[config.mk]
export PLATFORM = sky130hd
export DESIGN_NAME = edge_norm_div
export DESIGN_NICKNAME = d
export VERILOG_FILES = /design/src/rtl/edge_norm_div.sv
export SDC_FILE = /design/constraint.sdc
export NUM_CORES = 1
export LEC_CHECK = 0
export CORE_ASPECT_RATIO = 0.75
export CORE_MARGIN = 2
export CORE_UTILIZATION = 45
export CTS_CLUSTER_DIAMETER = 40
export DETAILED_ROUTE_END_ITERATION = 8
export PLACE_DENSITY = 0.71
export SLEW_MARGIN = 40
export SYNTH_ARGS = -nofsm -noshare
export SYNTH_HDL_FRONTEND = slang
export SYNTH_SLANG_ARGS = --single-unit
export TNS_END_PERCENT = 10
[constraint.sdc]
create_clock -name clk -period 2.7 [get_ports clk]
set_input_delay 0.54 -clock clk [delete_from_list [all_inputs] [get_ports clk]]
set_output_delay 0.54 -clock clk [all_outputs]
set_load 0.1 [all_outputs]
[src/rtl/edge_norm_div.sv]
// Normalisation stage of the edge-preserving filter: divides the weighted pixel sum
// by the weight sum through a PIX_W-stage restoring divider, then rounds and saturates.
module edge_norm_div #(
    parameter int NUM_W = 20,
    parameter int DEN_W = 12,
    parameter int PIX_W = 8
) (
    input  logic             clk,
    input  logic             rst_n,
    input  logic             in_valid,
    input  logic [NUM_W-1:0] num,
    input  logic [DEN_W-1:0] den,
    input  logic [PIX_W-1:0] ctr,
    output logic             out_valid,
    output logic [PIX_W-1:0] pix_out
);
    // One guard bit keeps den<<PIX_W representable for the range check.
    localparam int RW = NUM_W + 1;

    // Index 0 is S0; index k is the register after divider stage k.
    logic [RW-1:0]    rem_r [0:PIX_W];
    logic [PIX_W-1:0] quo_r [0:PIX_W];
    logic [DEN_W-1:0] den_r [0:PIX_W];
    logic [PIX_W-1:0] ctr_r [0:PIX_W];
    logic [PIX_W:0]   sat_r;
    logic [PIX_W:0]   zero_r;
    logic [PIX_W:0]   vld_r;

    logic             sat_s;
    logic [RW-1:0]    dsh_s  [1:PIX_W];
    logic [RW:0]      diff_s [1:PIX_W];
    logic [PIX_W:1]   ge_s;

    logic [RW:0]      two_rem_s;
    logic [RW:0]      den_ext_s;
    logic [PIX_W-1:0] rnd_pix_s;

    logic [PIX_W-1:0] s9_pix_r;
    logic             s9_vld_r;
    logic [PIX_W-1:0] pix_out_r;
    logic             out_valid_r;

    // Range check on the raw inputs: quotient would exceed PIX_W bits.
    always_comb begin
        sat_s = (RW'(num) >= (RW'(den) << PIX_W));
    end

    // Per-stage trial subtraction; the borrow out doubles as the compare result.
    always_comb begin
        for (int k = 1; k <= PIX_W; k++) begin
            dsh_s[k]  = RW'(den_r[k-1]) << (PIX_W - k);
            diff_s[k] = {1'b0, rem_r[k-1]} - {1'b0, dsh_s[k]};
            ge_s[k]   = ~diff_s[k][RW];
        end
    end

    // S0 capture and divider stages S1..S8.
    always_ff @(posedge clk or negedge rst_n) begin
        if (!rst_n) begin
            for (int k = 0; k <= PIX_W; k++) begin
                rem_r[k] <= '0;
                quo_r[k] <= '0;
                den_r[k] <= '0;
                ctr_r[k] <= '0;
            end
            sat_r  <= '0;
            zero_r <= '0;
            vld_r  <= '0;
        end else begin
            rem_r[0]  <= RW'(num);
            quo_r[0]  <= '0;
            den_r[0]  <= den;
            ctr_r[0]  <= ctr;
            sat_r[0]  <= sat_s;
            zero_r[0] <= (den == {DEN_W{1'b0}});
            vld_r[0]  <= in_valid;
            for (int k = 1; k <= PIX_W; k++) begin
                if (ge_s[k]) begin
                    rem_r[k] <= diff_s[k][RW-1:0];
                    quo_r[k] <= quo_r[k-1] | (PIX_W'(1) << (PIX_W - k));
                end else begin
                    rem_r[k] <= rem_r[k-1];
                    quo_r[k] <= quo_r[k-1];
                end
                den_r[k]  <= den_r[k-1];
                ctr_r[k]  <= ctr_r[k-1];
                sat_r[k]  <= sat_r[k-1];
                zero_r[k] <= zero_r[k-1];
                vld_r[k]  <= vld_r[k-1];
            end
        end
    end

    // Result select: zero weight falls back to the centre pixel; ties round up, 255.5 clamps.
    always_comb begin
        two_rem_s = {rem_r[PIX_W], 1'b0};
        den_ext_s = (RW + 1)'(den_r[PIX_W]);
        rnd_pix_s = quo_r[PIX_W];
        if (zero_r[PIX_W]) begin
            rnd_pix_s = ctr_r[PIX_W];
        end else if (sat_r[PIX_W]) begin
            rnd_pix_s = {PIX_W{1'b1}};
        end else if ((two_rem_s >= den_ext_s) && (quo_r[PIX_W] != {PIX_W{1'b1}})) begin
            rnd_pix_s = quo_r[PIX_W] + PIX_W'(1);
        end else begin
            rnd_pix_s = quo_r[PIX_W];
        end
    end

    // S9 register holding the rounded result.
    always_ff @(posedge clk or negedge rst_n) begin
        if (!rst_n) begin
            s9_pix_r <= '0;
            s9_vld_r <= 1'b0;
        end else begin
            s9_pix_r <= rnd_pix_s;
            s9_vld_r <= vld_r[PIX_W];
        end
    end

    // Output register: pix_out only moves when a valid result arrives.
    always_ff @(posedge clk or negedge rst_n) begin
        if (!rst_n) begin
            pix_out_r   <= '0;
            out_valid_r <= 1'b0;
        end else begin
            out_valid_r <= s9_vld_r;
            if (s9_vld_r) begin
                pix_out_r <= s9_pix_r;
            end else begin
                pix_out_r <= pix_out_r;
            end
        end
    end

    assign pix_out   = pix_out_r;
    assign out_valid = out_valid_r;

endmodule

==> metrics.md <==
| Metric | Value |
|---|---|
| Syn Inst Count | `1589` |
| Pwr Density | `1089 nW/um2` |
| Clock share of power | `28.6%` |
| H-tree depth | `2` |
| Via density | `5.141` |
| Max-slew violation count | `0` |
| CTS tree | `built` |
| Core area | `40840 um2` |
| Share of cells above drive strength 1 | `10.52%` |
| Crit path arrival time | `3.01 ns` |
| Port Buffers | `51` |
| Diode count | `0` |
| CTS Buf Count | `48` |
| GP Congestion | `0.8427` |
| Peak Freq | `391.3 MHz` |
| Global-route wire length before repair | `55.23 mm` |
| WS Path Type | `reg -> reg` |
| Final setup skew | `0.02300 ns` |
| EDFF count, synth | `0` |
| Sw power | `7.952 mW` |
| Status | `finished clean` |
| FFs w/ async S/R, synth | `100.0%` |
| Initial Utilization | `45.72%` |
| Sequential power share | `38.0%` |
| Final HPWL DP | `22.90 mm` |
| Synth cell types | `67` |
| Syn Nets | `1760` |
| I/O pin cnt | `52` |
| Min Clock Period, post-route | `2.555 ns` |
| Internal power | `15.81 mW` |
| Slowest cell on the critical path | `or4_4` |
| Fin. Hold Viols | `0` |
| Die Area | `43160 um2` |
| GRT Util Overall | `15.42%` |
| RSZ-0062 raised after global routing | `false` |
| DR pass1 iterations | `5` |
| Combinational share of power | `33.4%` |
| Worst path buffer plus inverter count | `0` |
| CP max FO | `11` |
| Sequential area share after synthesis | `60.04%` |
| Slew HR | `58.78%` |
| Max cap viols | `0` |
| Crit end category | `flip-flop` |
| Cells along the critical path | `ha_1, a21o_1, or3_1, o221ai_2, o22ai_2, or4_4, mux2_4` |
| Post-CTS Setup Inserts | `0` |
| Worst hold path type | `reg -> reg` |
| Switch share | `33.47%` |
| Largest net degree at the start of global routing | `73` |
| Antenna violations before repair | `0` |
| Static leakage | `10.04 nW` |
| Layout Nets | `1872` |
| First-iteration detailed-routing DRC count | `631` |
| Number of synthesized register bits | `448` |
| WL/cell | `14.15 um` |
| Required @ worst endpoint | `3.15 ns` |
| Finished Layout Cells | `2268` |
| Most frequent cells in the layout | `dfrtp_1, inv_1, ha_1` |
| Clk root buf | `clkbuf_16` |
| Total number of vias | `11660` |
| Clk pin slew, worst setup/hold paths | `0.06 ns` |
| VDD IR max | `0.0005553 V` |
| Final Cycle Share | `94.65%` |
| Vias in the first global route | `11870` |
| Post-route ant nets | `0` |
| Slew at the pin closest to its max-slew limit | `0.6183 ns` |
| Synthesized cell area | `18670 um2` |
| Slowest stage delay, CP | `0.54 ns` |
| Setup crit start kind | `flip-flop` |
| Drc violations | `0` |
| Cells after DPL | `2177` |
| Worst skew pair latency | `0.57 ns` |
| Layout Area Growth over Synthesis | `16.85%` |
| Final TNS setup | `0 ns` |
| Setup-failing EPs final | `0` |
| Worst path top cell family by delay | `simple AND/OR/NAND/NOR gates` |
| Synth Warn # | `0` |
| Clk buf depth | `3` |
| Most common cell after layout, fill and taps aside | `dfrtp_1` |
| Die Wd | `239.2 um` |
| Final WL | `32.10 mm` |
| Remaining Overflow, GRT | `0` |
| Die height | `180.4 um` |
| Num rows | `64` |
| Top FF cell, synth | `dfrtp_1` |
| Mapped Avg Cell Area | `11.75 um2` |
| Clk sink count | `448` |
layer usage:
layer | vias up | part of all wire (%) | wire, um | global-route usage [%]
met5 | - | 0 | 0 | 0
li1 | 5708 | - | - | -
met2 | 230 | 48 | 15490 | 26.01
met1 | 5648 | 45 | 14360 | 20.21
met4 | 0 | 2.8 | 893 | 5.175
met3 | 74 | 4.2 | 1351 | 2.696
power groups by stage:
stage / clock, mW / sequential (mW) / combinational [mW]
global placement: 0 / 9.07 / 7.42
finish: 6.80 / 9.03 / 7.93
CTS: 6.99 / 9.01 / 7.83
global route: 7.30 / 9.19 / 8.87
floorplan: 0 / 9.28 / 5.70
detailed placement: 0 / 9.12 / 7.73
through the flow:
| stage | power, mW | instance area, um2 | hold slack, ns | utilization [%] | worst slack [ns] |
|---|---|---|---|---|---|
| after global placement | 16.49 | 20050 | 0.3322 | 49.10 | 0.04192 |
| after detailed placement | 16.85 | 20050 | 0.3347 | 49.10 | -0.1049 |
| after floorplan | 14.98 | 18670 | 0.2444 | - | 0.07019 |
| final | 23.76 | 21820 | 0.3272 | 53.43 | 0.1445 |
| after global routing | 25.36 | 21820 | 0.3375 | 53.43 | 0.007239 |
| after CTS | 23.84 | 21770 | 0.3240 | 53.30 | 0.02653 |
worst paths after layout:
kind	from	end	slack [ns]	cells after the start
min reg2reg	ctr_r[59]	ctr_r[51]	0.33	0
max in group asynchronous	rst_n	rem_r[11]	1.34	3
min in group asynchronous	rst_n	rem_r[24]	0.55	2
max	rem_r[92]	rem_r[76]	0.14	7
max reg2reg	rem_r[92]	rem_r[76]	0.14	7
min	ctr_r[59]	ctr_r[51]	0.33	0
sequential cells by signal (all words and copies together), names as in the netlist:
signal / count
vld_r: 9
den_ext_s: 12
rem_r: 187
ctr_r: 72
zero_r: 9
sat_r: 9
pix_out: 8
s9_vld_r: 1
den_r: 96
out_valid: 1
s9_pix_r: 8
quo_r: 36
cell usage after synthesis (all sizes together), types with 31 or more instances:
cell type / number / area, um2
nand2: 76 / 285.3
xnor2: 54 / 473.0
nor2: 119 / 446.7
dfrtp: 448 / 11210
o21ai: 79 / 399.1
mux2: 36 / 416.7
a21oi: 112 / 560.5
nor3: 31 / 155.2
ha: 120 / 1501
nand3: 33 / 165.2
inv: 148 / 555.5
xor2: 37 / 324.1
final cells by class:
class / instances / area, um2
inverters: 148 / 555.5
clock inverters: 28 / 379.1
flip-flops and latches: 448 / 11210
repair buffers: 85 / 825.8
fillers: 3411 / 19020
well taps: 528 / 660.6
clock buffers: 61 / 1310
multi-input cells: 970 / 6877
cells by family after synthesis:
family,synth area share [%]
compound gates,10.83
xor+xnor,4.268
fa+ha+maj,8.898
buf+inv,3.558
flops,60.04
mux,2.392
simple gates,10.02
what timing repair did:
| item | CTS | global route |
|---|---|---|
| hold buffers | 1 | 0 |
| cloned | 0 | 1 |
| endpoints found under the hold margin | 60 | 0 |
| pin swaps | 0 | 3 |
| resized for setup | 3 | 8 |
| setup endpoints to repair | 5 | 39 |
Power figures use the tool's default switching activity.
